===== src/rtl/lsu_pkg.sv =====
// Shared definitions for the load/store unit: op and state encodings,
// the store-op set and per-op alignment masks.
package lsu_pkg;

  typedef enum logic [2:0] {
    OP_LW  = 3'd0,
    OP_LH  = 3'd1,
    OP_LHU = 3'd2,
    OP_LB  = 3'd3,
    OP_LBU = 3'd4,
    OP_SW  = 3'd5,
    OP_SH  = 3'd6,
    OP_SB  = 3'd7
  } op_e;

  typedef enum logic [2:0] {
    S_IDLE = 3'd0,
    S_RD   = 3'd1,
    S_CAP  = 3'd2,
    S_WR   = 3'd3,
    S_RESP = 3'd4
  } state_e;

  // Bit n set means op encoding n is a store.
  localparam logic [7:0] STORE_OPS = 8'b1110_0000;

  // Address bits [1:0] that must be zero for each access size.
  localparam logic [1:0] ALIGN_W = 2'b11;
  localparam logic [1:0] ALIGN_H = 2'b01;
  localparam logic [1:0] ALIGN_B = 2'b00;

  function automatic logic is_store(input op_e op);
    return STORE_OPS[op];
  endfunction

  function automatic logic [1:0] align_mask(input op_e op);
    case (op)
      OP_LW, OP_SW:         return ALIGN_W;
      OP_LH, OP_LHU, OP_SH: return ALIGN_H;
      default:              return ALIGN_B;
    endcase
  endfunction

endpackage


===== src/rtl/lsu_byte_lane.sv =====
// Little-endian lane logic: extract+extend a load result from a memory word,
// and merge sub-word store data into a memory word for read-modify-write.
module lsu_byte_lane
  import lsu_pkg::*;
(
  input  logic [31:0] word,
  input  logic [1:0]  addr,
  input  logic [2:0]  op,
  input  logic [31:0] wdata,
  output logic [31:0] load_data,
  output logic [31:0] merged
);

  logic [7:0]  lane_b;
  logic [15:0] lane_h;

  always_comb begin
    case (addr)
      2'd0:    lane_b = word[7:0];
      2'd1:    lane_b = word[15:8];
      2'd2:    lane_b = word[23:16];
      default: lane_b = word[31:24];
    endcase
    lane_h = addr[1] ? word[31:16] : word[15:0];

    load_data = '0;
    case (op_e'(op))
      OP_LW:   load_data = word;
      OP_LH:   load_data = {{16{lane_h[15]}}, lane_h};
      OP_LHU:  load_data = {16'h0000, lane_h};
      OP_LB:   load_data = {{24{lane_b[7]}}, lane_b};
      OP_LBU:  load_data = {24'h000000, lane_b};
      default: load_data = '0;
    endcase

    // Word stores pass the data through; sub-word stores keep the other lanes.
    merged = wdata;
    case (op_e'(op))
      OP_SH: merged = addr[1] ? {wdata[15:0], word[15:0]} : {word[31:16], wdata[15:0]};
      OP_SB: begin
        merged = word;
        case (addr)
          2'd0:    merged[7:0]   = wdata[7:0];
          2'd1:    merged[15:8]  = wdata[7:0];
          2'd2:    merged[23:16] = wdata[7:0];
          default: merged[31:24] = wdata[7:0];
        endcase
      end
      default: merged = wdata;
    endcase
  end

endmodule


===== src/rtl/load_store_unit.sv =====
// Load/store unit between EX and a word-wide data memory: sub-word loads with
// extension, sub-word stores by read-modify-write, misaligned requests rejected.
//
// Handshake: a request is taken on a rising edge where req_valid && req_ready;
// req_ready is high only in IDLE, the requester holds req_valid until taken,
// and completion is a one-cycle resp_valid pulse with resp_rdata/resp_err.
module load_store_unit
  import lsu_pkg::*;
#(
  parameter int ADDR_W     = 32,
  parameter int MEM_RD_LAT = 1,
  parameter bit WORD_INDEX = 1'b1
) (
  input  logic              clk,
  input  logic              rst,
  input  logic              req_valid,
  output logic              req_ready,
  input  logic [2:0]        req_op,
  input  logic [ADDR_W-1:0] req_addr,
  input  logic [31:0]       req_wdata,
  output logic              resp_valid,
  output logic [31:0]       resp_rdata,
  output logic              resp_err,
  output logic [31:0]       mem_address,
  output logic [31:0]       mem_data,
  output logic              mem_MW,
  output logic              mem_MD,
  input  logic [31:0]       mem_out
);

  localparam int              CNT_W    = (MEM_RD_LAT > 1) ? $clog2(MEM_RD_LAT) : 1;
  localparam logic [CNT_W-1:0] CNT_INIT = CNT_W'(MEM_RD_LAT - 1);

  state_e            state, state_n;
  op_e               op_q, op_n;
  logic [1:0]        lane_q, lane_n;
  logic [31:0]       wdata_q, wdata_n;
  logic [CNT_W-1:0]  cnt, cnt_n;

  logic              req_ready_n, resp_valid_n, resp_err_n, mem_mw_n, mem_md_n;
  logic [31:0]       resp_rdata_n, mem_address_n, mem_data_n;
  logic [31:0]       load_data, merged;
  logic              misaligned;
  op_e               req_op_e;

  // Addresses near the top of the byte space simply truncate; no carry out.
  function automatic logic [31:0] word_addr(input logic [ADDR_W-1:0] a);
    logic [ADDR_W-1:0] w;
    if (WORD_INDEX) w = a >> 2;
    else            w = a & {{(ADDR_W-2){1'b1}}, 2'b00};
    return 32'(w);
  endfunction

  lsu_byte_lane u_lane (
    .word      (mem_out),
    .addr      (lane_q),
    .op        (op_q),
    .wdata     (wdata_q),
    .load_data (load_data),
    .merged    (merged)
  );

  assign req_op_e   = op_e'(req_op);
  assign misaligned = (req_addr[1:0] & align_mask(req_op_e)) != 2'b00;

  always_ff @(posedge clk) begin
    if (rst) begin
      state       <= S_IDLE;
      op_q        <= OP_LW;
      lane_q      <= 2'b00;
      wdata_q     <= '0;
      cnt         <= '0;
      req_ready   <= 1'b1;
      resp_valid  <= 1'b0;
      resp_rdata  <= '0;
      resp_err    <= 1'b0;
      mem_address <= '0;
      mem_data    <= '0;
      mem_MW      <= 1'b0;
      mem_MD      <= 1'b0;
    end else begin
      state       <= state_n;
      op_q        <= op_n;
      lane_q      <= lane_n;
      wdata_q     <= wdata_n;
      cnt         <= cnt_n;
      req_ready   <= req_ready_n;
      resp_valid  <= resp_valid_n;
      resp_rdata  <= resp_rdata_n;
      resp_err    <= resp_err_n;
      mem_address <= mem_address_n;
      mem_data    <= mem_data_n;
      mem_MW      <= mem_mw_n;
      mem_MD      <= mem_md_n;
    end
  end

  // Next state and next value of every registered output.
  always_comb begin
    state_n       = state;
    op_n          = op_q;
    lane_n        = lane_q;
    wdata_n       = wdata_q;
    cnt_n         = cnt;
    resp_valid_n  = 1'b0;
    resp_rdata_n  = '0;
    resp_err_n    = 1'b0;
    mem_address_n = mem_address;
    mem_data_n    = mem_data;
    mem_mw_n      = 1'b0;
    mem_md_n      = 1'b0;

    case (state)
      S_IDLE: begin
        if (req_valid && req_ready) begin
          op_n    = req_op_e;
          lane_n  = req_addr[1:0];
          wdata_n = req_wdata;
          if (misaligned) begin
            state_n      = S_RESP;
            resp_valid_n = 1'b1;
            resp_err_n   = 1'b1;
          end else if (req_op_e == OP_SW) begin
            state_n       = S_WR;
            mem_mw_n      = 1'b1;
            mem_address_n = word_addr(req_addr);
            mem_data_n    = req_wdata;
          end else begin
            state_n       = S_RD;
            mem_md_n      = 1'b1;
            cnt_n         = CNT_INIT;
            mem_address_n = word_addr(req_addr);
          end
        end
      end
      // MD was pulsed on entry; stay here until the read data has arrived.
      S_RD: begin
        if (cnt == '0) state_n = S_CAP;
        else           cnt_n   = cnt - 1'b1;
      end
      S_CAP: begin
        if (is_store(op_q)) begin
          state_n    = S_WR;
          mem_mw_n   = 1'b1;
          mem_data_n = merged;
        end else begin
          state_n      = S_RESP;
          resp_valid_n = 1'b1;
          resp_rdata_n = load_data;
        end
      end
      S_WR: begin
        state_n      = S_RESP;
        resp_valid_n = 1'b1;
      end
      S_RESP:  state_n = S_IDLE;
      default: state_n = S_IDLE;
    endcase

    req_ready_n = (state_n == S_IDLE);
  end

endmodule

===== config.mk =====
export PLATFORM = sky130hd
export DESIGN_NAME = load_store_unit
export DESIGN_NICKNAME = d
export VERILOG_FILES = /design/src/rtl/lsu_pkg.sv /design/src/rtl/lsu_byte_lane.sv /design/src/rtl/load_store_unit.sv
export SDC_FILE = /design/constraint.sdc
export NUM_CORES = 1
export LEC_CHECK = 0
export BUFFER_PORTS_ARGS = -buffer_cell sky130_fd_sc_hd__buf_2
export CORE_AREA = 2 2 162 164
export DETAILED_ROUTE_END_ITERATION = 8
export DIE_AREA = 0 0 164 166
export GPL_TIMING_DRIVEN = 0
export PLACE_DENSITY_LB_ADDON = 0.25
export SLEW_MARGIN = 40
export SYNTH_ARGS = -nofsm -noshare
export SYNTH_HDL_FRONTEND = slang
export SYNTH_SLANG_ARGS = --single-unit

===== constraint.sdc =====
create_clock -name clk -period 2.7 [get_ports clk]
set_input_delay 0.54 -clock clk [delete_from_list [all_inputs] [get_ports clk]]
set_output_delay 0.54 -clock clk [all_outputs]
set_load 0.005 [all_outputs]

==> results.txt <==
- Worst slack at placement: 0.229 ns
* Crit path DAT: 2.77 ns
* Type of the most critical hold path: in -> reg
- Via density: 5.01
* Number of hold buffers added after CTS: 0
- Once the floorplan was initialized, standard cells occupied 25.6% of the core.
- Total CTS buffers: 17
- The Yosys step of the flow raised 0 warnings.
- Global routing used 18.7% of the available tracks across all layers.
- After global routing the overflow that remains totals 0.
- Across the run, the number of max-cap violations was 0.
- Final weighted congestion of routability-driven global placement: 0.910
- HPWL reported at the end of detailed placement: 19700 um
- Register-to-Register Path Depth: 6
- In this run the horizontal extent of the chip is 164 um.
- Max transition margin: 54.5%
- The core region is 0.0256 mm2.
* Total Routed Length: 25600 um
- Number of placement rows: 59
- Layout-stage area growth over the synthesis result: 30.7%
- The worst path meets setup with 0.203 ns of slack.
* Max Root-Sink Buffers: 2
* Kind of launch point of the worst setup path: flop
* Setup crit end kind: flop
- Largest driver fanout on the critical path: 10
* # setup viols final: 0
- The worst-case IR drop observed on VDD is 0.357 mV.
* TritonCTS clock tree: built
- Summed over all cells, the static leakage comes to 3.64 nW.
- Number of levels the H-tree was split into: 4
- Clock latency on the worst-skew pair, taken at its later pin, is 0.43 ns.
- The final count of pins violating max slew was 0.
- The number of setup buffers added after CTS is 0.
- Cells fill 33.4% of the core in the end.
* Final Critical Period: 2.50 ns
* Detail-routed net length per standard cell: 19.0 um
- Dividing total power by cell area gives a power density of 683 mW/mm2.
* Required time at the endpoint of the critical path: 2.97 ns
- Worst Clk Skew: 0.0124 ns
- Maximum clock frequency: 401 MHz
* Proportion of register bits with asynchronous set or reset after synthesis: 0%
* First-pass GRT wire length: 39100 um
- In this run the mean area of a mapped cell was 8.48 um2.
- Final-report hold violation count: 0
- Sequential cell area fraction in the yosys report: 42.8%
- Total via count after detailed routing: 6735
* Detailed-route wire length on metal 1: 11300 um
- In this run the tool buffered the top-level ports with 200 buffer cells.
* Result of the run: finished, final reports clean
- Routed length on met3: 2340 um
* Ratio of final minimum period to clock period: 92.5%
* Top routing layer used: met5
- The worst hold path passes through 3 cells.
- Final TNS setup: 0 ns
- Measured along the y axis, the die boundary spans 166 um.
- Synthesis produced 773 cells.
- Clock-pin transition on the worst setup and hold timing paths: 0.07 ns
* Share of final-layout standard cells stronger than drive strength 1: 28.7%
- Post-synth design cell area: 0.00655 mm2
- Floorplan die area: 0.0272 mm2
- Critical path type: reg -> reg
- The number of antenna violations at the first check in global routing was 5.
* Resized Gates After CTS: 0
- Number of synthesized flops with an enable pin: 0
- The setup check on the worst reg-to-reg path leaves a slack of 0.20 ns.
- 1st-pass router iterations: 6
- For this design, the sink count on the clock tree is 140.
* CTS Root Buffer Type: sky130_fd_sc_hd__clkbuf_16
- The number of global-route vias before repair came to 6545.
* Cell variety after synth: 60
- ANT nets after route: 0
* Register bit total from synthesis: 140
- Dominant register cell in the synthesized netlist: sky130_fd_sc_hd__dfxtp_1
- 1st-iter DRT viols: 503
* Number of placed I/O pins: 203
- Largest net degree at the start of global routing: 17
* DRC Markers: 0
- Number of nets in the final layout: 1095
- Setup repair after global routing missed its margin: no
- Routed length on met2: 11500 um
- Transition at the pin with the smallest max-transition slack: 0.683 ns
==> flip-flops by register name, summed over array words and instances, names as in the netlist, named ones only <==
register	cells
mem_MD	1
mem_address	30
req_ready	1
lane_q	2
resp_rdata	32
resp_valid	1
state	3
mem_MW	1
resp_err	1
mem_data	32
op_q	3
wdata_q	32
==> through the flow <==
| stage | instances | power (mW) | cell area, um2 | hold slack [ns] |
|---|---|---|---|---|
| 4_1_cts | 1341 | 5.90 | 8560 | 0.343 |
| 3_3_place_gp | 1309 | 3.53 | 7980 | 0.442 |
| 3_5_place_dp | 1309 | 3.53 | 7980 | 0.446 |
| 5_1_grt | 1342 | 6.13 | 8560 | 0.360 |
| 6_report | 1344 | 5.85 | 8570 | 0.354 |
| 2_1_floorplan | 774 | 3.05 | 6560 | 0.433 |
==> final timing paths <==
| path | startpoint | endpoint |
|---|---|---|
| worst max-delay path | op_q[1] | mem_data[9] |
| worst min-delay path | req_addr[7] | mem_address[5] |
| worst max register to register | op_q[1] | mem_data[9] |
| worst min register to register | wdata_q[22] | wdata_q[22] |
==> worst max-delay path: stages, from the launching register on <==
cell	delay, ns
sky130_fd_sc_hd__dfxtp_1	0.31
sky130_fd_sc_hd__buf_2	0.19
sky130_fd_sc_hd__clkbuf_1	0.47
sky130_fd_sc_hd__o211ai_1	0.41
sky130_fd_sc_hd__a211oi_1	0.59
sky130_fd_sc_hd__a2bb2oi_1	0.28
sky130_fd_sc_hd__a221oi_1	0.11
==> final cells by class <==
type                    count  area [um2]
inverters                   3        11.3
diodes                      3        7.51
clock buffers              18         439
repair buffers            200        1000
plain buffers              76         364
flip-flops and latches    140        2800
multi-input cells         555        3380
clock inverters            14         143
fillers                  2778       17000
well taps                 335         419
==> power breakdown <==
group	internal (mW)	switching, mW	total (mW)	leakage, nW
combinational	0.435	0.744	1.18	2.22
sequential	2.21	0.104	2.32	1.14
clock	1.33	1.03	2.36	0.278
total	3.97	1.88	5.85	3.64
==> synth_stat cells, types with 2 or more instances <==
master	count	area (um2)
sky130_fd_sc_hd__a311oi_1	8	70.1
sky130_fd_sc_hd__nor2_1	43	161
sky130_fd_sc_hd__o21bai_1	2	15.0
sky130_fd_sc_hd__nand2_1	104	390
sky130_fd_sc_hd__a21o_1	10	75.1
sky130_fd_sc_hd__and3b_1	9	78.8
sky130_fd_sc_hd__nor4_1	7	43.8
sky130_fd_sc_hd__mux2i_1	19	190
sky130_fd_sc_hd__nor2b_1	10	62.6
sky130_fd_sc_hd__a22oi_1	14	105
sky130_fd_sc_hd__inv_1	3	11.3
sky130_fd_sc_hd__clkbuf_1	38	143
sky130_fd_sc_hd__a2bb2oi_1	8	70.1
sky130_fd_sc_hd__o211ai_1	9	67.6
sky130_fd_sc_hd__a211oi_1	25	188
sky130_fd_sc_hd__o41ai_2	2	32.5
sky130_fd_sc_hd__nand2b_1	11	68.8
sky130_fd_sc_hd__nand3_1	33	165
sky130_fd_sc_hd__buf_1	3	11.3
sky130_fd_sc_hd__a21oi_1	114	571
sky130_fd_sc_hd__dfxtp_1	140	2800
sky130_fd_sc_hd__o21ai_0	57	285
sky130_fd_sc_hd__or4_1	7	52.6
sky130_fd_sc_hd__a221oi_1	9	78.8
sky130_fd_sc_hd__buf_2	24	120
sky130_fd_sc_hd__mux4_2	8	180
sky130_fd_sc_hd__buf_4	9	67.6
sky130_fd_sc_hd__o31a_1	7	61.3
sky130_fd_sc_hd__o41ai_1	6	52.6
sky130_fd_sc_hd__and2_1	2	12.5
sky130_fd_sc_hd__nand3_2	2	20.0
sky130_fd_sc_hd__buf_6	2	22.5
==> cells by family after synthesis <==
| family | Yosys count | share of synthesized area (%) |
|---|---|---|
| xor+xnor | 1 | 0.134 |
| other cells | 1 | 0.0572 |
| mux | 28 | 5.82 |
| buf+inv | 79 | 5.73 |
| compound gates | 283 | 27.3 |
| simple gates | 240 | 18.0 |
| flops | 140 | 42.8 |
| fa+ha+maj | 1 | 0.153 |
==> metal layers <==
metal / track usage, % / up-vias
li1: - / 3255
met5: 0 / -
met1: 25.3 / 3168
met2: 29.0 / 276
met3: 5.57 / 34
met4: 4.84 / 2
==> placed cells by master, fill, tap and decap left out, types with 11 or more instances in the layout <==
master / instances
sky130_fd_sc_hd__a211oi_1: 25
sky130_fd_sc_hd__a21oi_1: 114
sky130_fd_sc_hd__a22oi_1: 14
sky130_fd_sc_hd__buf_2: 224
sky130_fd_sc_hd__clkbuf_1: 38
sky130_fd_sc_hd__clkbuf_16: 17
sky130_fd_sc_hd__dfxtp_1: 140
sky130_fd_sc_hd__mux2i_1: 19
sky130_fd_sc_hd__nand2_1: 104
sky130_fd_sc_hd__nand2b_1: 11
sky130_fd_sc_hd__nand3_1: 33
sky130_fd_sc_hd__nor2_1: 43
sky130_fd_sc_hd__o21ai_0: 57
No activity file was read; power rests on OpenSTA's default activity.
